## src/rtl/kdf_result_collector.sv

```systemverilog
// Result collector for the KDF_spongent UUT: times the UUT run, captures the derived key
// (or a timeout) and streams count + key out as WORD_WIDTH words over valid/ready.
module kdf_result_collector #(
  parameter int          KEY_WIDTH  = 128,
  parameter int          WORD_WIDTH = 32,
  parameter int unsigned TIMEOUT    = 10_000_000
) (
  input  logic                  clk,
  input  logic                  rst,
  input  logic                  uut_rst_i,
  input  logic                  end_i,
  input  logic [KEY_WIDTH-1:0]  key_i,
  output logic [WORD_WIDTH-1:0] word_o,
  output logic                  word_valid_o,
  input  logic                  word_ready_i,
  output logic                  busy_o,
  output logic                  done_o,
  output logic                  timeout_o,
  output logic [WORD_WIDTH-1:0] cycles_o
);

  localparam int NW    = KEY_WIDTH / WORD_WIDTH;
  localparam int IDX_W = $clog2(NW + 1);
  localparam logic [IDX_W-1:0]      LAST_IDX  = IDX_W'(NW);
  localparam logic [WORD_WIDTH-1:0] TIMEOUT_W = WORD_WIDTH'(TIMEOUT);

  localparam logic [1:0] S_IDLE = 2'd0;
  localparam logic [1:0] S_RUN  = 2'd1;
  localparam logic [1:0] S_SEND = 2'd2;
  localparam logic [1:0] S_DONE = 2'd3;

  logic [1:0]            state;
  logic [WORD_WIDTH-1:0] counter;
  logic [KEY_WIDTH-1:0]  key_reg;
  logic [IDX_W-1:0]      idx;
  logic                  done_r;
  logic                  timeout_r;
  logic [WORD_WIDTH-1:0] cycles_r;

  assign word_valid_o = (state == S_SEND);
  assign busy_o       = (state == S_RUN) || (state == S_SEND);
  assign done_o       = done_r;
  assign timeout_o    = timeout_r;
  assign cycles_o     = cycles_r;

  // Word 0 is the latency; the key register shifts left so its top word is always next.
  assign word_o = !word_valid_o     ? '0 :
                  (idx == '0)       ? cycles_r :
                                      key_reg[KEY_WIDTH-1 -: WORD_WIDTH];

  always_ff @(posedge clk or posedge rst) begin
    if (rst) begin
      state     <= S_IDLE;
      counter   <= '0;
      key_reg   <= '0;
      idx       <= '0;
      done_r    <= 1'b0;
      timeout_r <= 1'b0;
      cycles_r  <= '0;
    end else begin
      case (state)
        S_IDLE: begin
          counter <= '0;
          if (!uut_rst_i) begin
            state     <= S_RUN;
            timeout_r <= 1'b0;
            cycles_r  <= '0;
          end
        end
        S_RUN: begin
          // end_i takes priority over the timeout check on the same cycle.
          if (uut_rst_i) begin
            state <= S_IDLE;
          end else if (end_i) begin
            key_reg  <= key_i;
            cycles_r <= counter;
            idx      <= '0;
            state    <= S_SEND;
          end else if (counter >= TIMEOUT_W) begin
            key_reg   <= '0;
            cycles_r  <= TIMEOUT_W;
            timeout_r <= 1'b1;
            idx       <= '0;
            state     <= S_SEND;
          end else begin
            counter <= counter + WORD_WIDTH'(1);
          end
        end
        S_SEND: begin
          if (uut_rst_i) begin
            state <= S_IDLE;
          end else if (word_ready_i) begin
            if (idx == LAST_IDX) begin
              state  <= S_DONE;
              done_r <= 1'b1;
            end else begin
              if (idx != '0) key_reg <= key_reg << WORD_WIDTH;
              idx <= idx + IDX_W'(1);
            end
          end
        end
        S_DONE: begin
          if (uut_rst_i) begin
            state  <= S_IDLE;
            done_r <= 1'b0;
          end
        end
        default: state <= S_IDLE;
      endcase
    end
  end

endmodule

```

## config.mk

```make
export PLATFORM = sky130hd
export DESIGN_NAME = kdf_result_collector
export DESIGN_NICKNAME = d
export VERILOG_FILES = /design/src/rtl/kdf_result_collector.sv
export SDC_FILE = /design/constraint.sdc
export NUM_CORES = 1
export LEC_CHECK = 0
export ABC_CLOCK_PERIOD_IN_PS = 12750
export CORE_MARGIN = 2
export CORE_UTILIZATION = 55
export DETAILED_ROUTE_END_ITERATION = 16
export GPL_ROUTABILITY_DRIVEN = 1
export GPL_TIMING_DRIVEN = 0
export PLACE_DENSITY = 0.85
export RECOVER_POWER = 100
export SLEW_MARGIN = 25
export SYNTH_ARGS = -nofsm -noshare
export SYNTH_HDL_FRONTEND = slang
export SYNTH_SLANG_ARGS = --single-unit
export TNS_END_PERCENT = 5
```

## constraint.sdc

```tcl
create_clock -name clk -period 12.75 [get_ports clk]
set_input_delay 1.9125 -clock clk [delete_from_list [all_inputs] [get_ports clk]]
set_output_delay 1.9125 -clock clk [all_outputs]
set_load 0.03 [all_outputs]
```

==> results.toml <==
[min_path]
min_to = "cycles_o[27]"
hold-path-cell-count = 2
min_path_type = "reg2reg"
hp-start = "cycles_o[27]"

[finish]
mostFrequentLayoutCell = "dfrtp_1"
diodes = 0
drive_gt1_share_pct = 3.92
layout_common_cells = "199 x dfrtp_1, 139 x nand2_1, 128 x clkdlybuf4s50_1"
area_delta_synth_final_pct = 29.1
largest_reg_flops = 128
fin_nets = 1404
nFillCells = 1267

[power]
peakVddDrop_mv = 0.167
p_leak_nw = 5.15
power.density_nw_per_um2 = 216

[clock_tree]
post_cts_buffers = 0
cts_tree = "built"
clockBufferDepth = 2
cts_resized = 0
cts_hold_buf = 0
cts.htree.levels = 4
cts_inserted_buffers = 17
clkLatencyLatePin_ps = 440
path_clk_slew_ps = 70
clk_root_buffer_cell = "clkbuf_16"
clock-sinks = 199

[timing]
worst_pin_slew_ps = 3920
fin_crit_ps = 7330
slew_viol_final = 204
finalCritPeriodShare_pct = 57.5
fmax_ghz = 0.136
finalSetupViolCount = 0
tns_ps = 0
maxSlewHeadroom_pct = -161
final-hold-violation-count = 0
whs_ps = 513
grt_setup_unrepaired = "false"
clock_skew_ps = 11.1

[critical_path]
path_cells = "dlygate4sd3_1, clkinvlp_2, clkbuf_1"
critPathArrivalTime_ps = 6970
critPathMaxStageDelay_ps = 2840
start_kind = "input port"
worstRegToRegCells = 9
timing.rr.end = "counter[2]"
critPathLaunch = "rst"
crit_fanout = 74
r2r_slack_ps = 9150
cp-end-kind = "asynchronous set/reset pin"
worst_ep_required_time_ps = 12400
path_class = "in2async"
path_buf_inv = 3
crit_slowest_cell = "clkbuf_1"
cpLargestDelayFamily = "buffers and inverters"
timing.rr.start = "state[1]"

[placement]
place_hpwl_um = 20800
place_congestion = 0.848
port_buffers = 199

[grt]
grt_pass1_vias = 8610
antenna_found_initial = 1
grt_pass1_wl_um = 44400
grt_max_degree = 75
track_usage_pct = 31.3
overflow = 0

[drt]
wl_per_cell_um = 18.8
via_per_inst = 5.98
wl_met3_um = 2370
dr.pass1.iters = 5
drc = 0
ant_nets = 0
drt_iter0_drc = 1004
wl_met1_um = 12200
wirelength_um = 28200
highest_layer = "met5"
routed-via-count = 8935
met2WireLength_um = 12800

[yosys]
synth_ff_type = "dfrtp_1"
syn_inst = 1043
synth_seq_area_share_pct = 52.7
avgSynthCellArea_um2 = 9.06
syn-num-nets = 1184
yosysWarnings = 0
synth_cell_types = 52
netlist_area_um2 = 9450
synth-seq-cells = 199
async_flop_share_pct = 100
synth_edf_count = 0

[floorplanning]
dieArea_um2 = 18300
die_w_um = 135
core_area_um2 = 16700
die_h_um = 135
fp-row-count = 47
start_util_pct = 56.6
ios = 201

[outcome]
status = "complete, but fails checks"
violations = "capacitance limit, slew limit"

[job]
cap_violations = 3
[cells in the mapped netlist, types with 2 or more instances]
master | n | area share (%)
nand3_4 | 2 | 0.37
o211ai_1 | 4 | 0.32
and3_1 | 4 | 0.26
nor2b_1 | 13 | 0.86
a22oi_1 | 96 | 7.6
a21oi_1 | 106 | 5.6
o21a_1 | 3 | 0.24
and2_1 | 5 | 0.33
ha_1 | 8 | 1.1
o21ai_0 | 66 | 3.5
nand3_1 | 45 | 2.4
nand4_1 | 6 | 0.40
o31ai_1 | 7 | 0.56
nor3_1 | 4 | 0.21
nor4_2 | 2 | 0.26
a41oi_1 | 2 | 0.19
or3_1 | 6 | 0.40
buf_6 | 2 | 0.24
inv_1 | 48 | 1.9
nand2_1 | 139 | 5.5
nand2b_1 | 7 | 0.46
dfrtp_1 | 199 | 53
o21ai_1 | 6 | 0.32
a31oi_1 | 7 | 0.46
clkbuf_1 | 49 | 1.9
nand3b_1 | 3 | 0.24
xor2_1 | 4 | 0.37
a22o_1 | 8 | 0.74
a21boi_0 | 32 | 2.5
buf_2 | 31 | 1.6
nor2_1 | 108 | 4.3
[worst register-to-register path: stages, from the launching register on]
cell and delay, ps:
dfrtp_1 420, inv_1 90, ha_1 130, clkbuf_1 380, o2111ai_1 300, nor4_1 1030, clkbuf_1 480, a21oi_1 280
o21ai_0 250, o21ai_0 120
[power by group]
| group | switching, mW | internal [mW] |
|---|---|---|
| Sequential | 0.143 | 0.878 |
| Clock | 0.243 | 0.253 |
| Combinational | 0.746 | 0.372 |
[kinds of logic (layout without fill, tap and decap cells)]
kind of cell | after synthesis | in the layout | share of synthesized area (%)
AO/OA/AOI/OAI | 346 | 346 | 23.0
AND/OR/NAND/NOR | 352 | 352 | 16.9
XOR/XNOR | 5 | 5 | 0.463
multiplexers | 1 | 1 | 0.106
adder cells (fa/ha/maj) | 8 | 8 | 1.06
buffers and inverters | 132 | 363 | 5.82
flip-flops | 199 | 199 | 52.7
[worst max-delay path by stage]
stage,to,cells past startpoint
after floorplan,counter[0],1
after global placement,key_reg[17],2
after detailed placement,word_o[31],7
after CTS,word_o[31],7
after global routing,key_reg[13],3
final,key_reg[126],3
[layout make-up]
class                   count  area [µm²]  area share [%]
flip-flops and latches    199        4980            40.8
multi-input cells         712        3900            32.0
repair buffers            201        2000            16.4
clock buffers              19         443            3.63
plain buffers              84         345            2.83
well taps                 220         275            2.26
inverters                  48         181            1.49
clock inverters            11        78.8           0.646
[layer usage]
metal  vias to the layer above  global-route usage (%)
met3                        70                    5.93
met2                       415                    47.1
met4                         2                    11.3
met5                         -                       0
met1                      4371                    45.8
li1                       4077                       -
[stage by stage]
stage	instance area, µm²	utilization [%]	setup slack [ps]	total power, mW	std cells
floorplan	9450	-	5410	1.76	1043
global placement	11700	70.2	2920	2.09	1462
detailed placement	11800	70.5	7720	2.15	1464
CTS	12300	73.7	7250	2.64	1494
global route	12200	73.1	4270	2.80	1494
finish	12200	73.1	5420	2.63	1494
(Power assumes the default switching activity.)
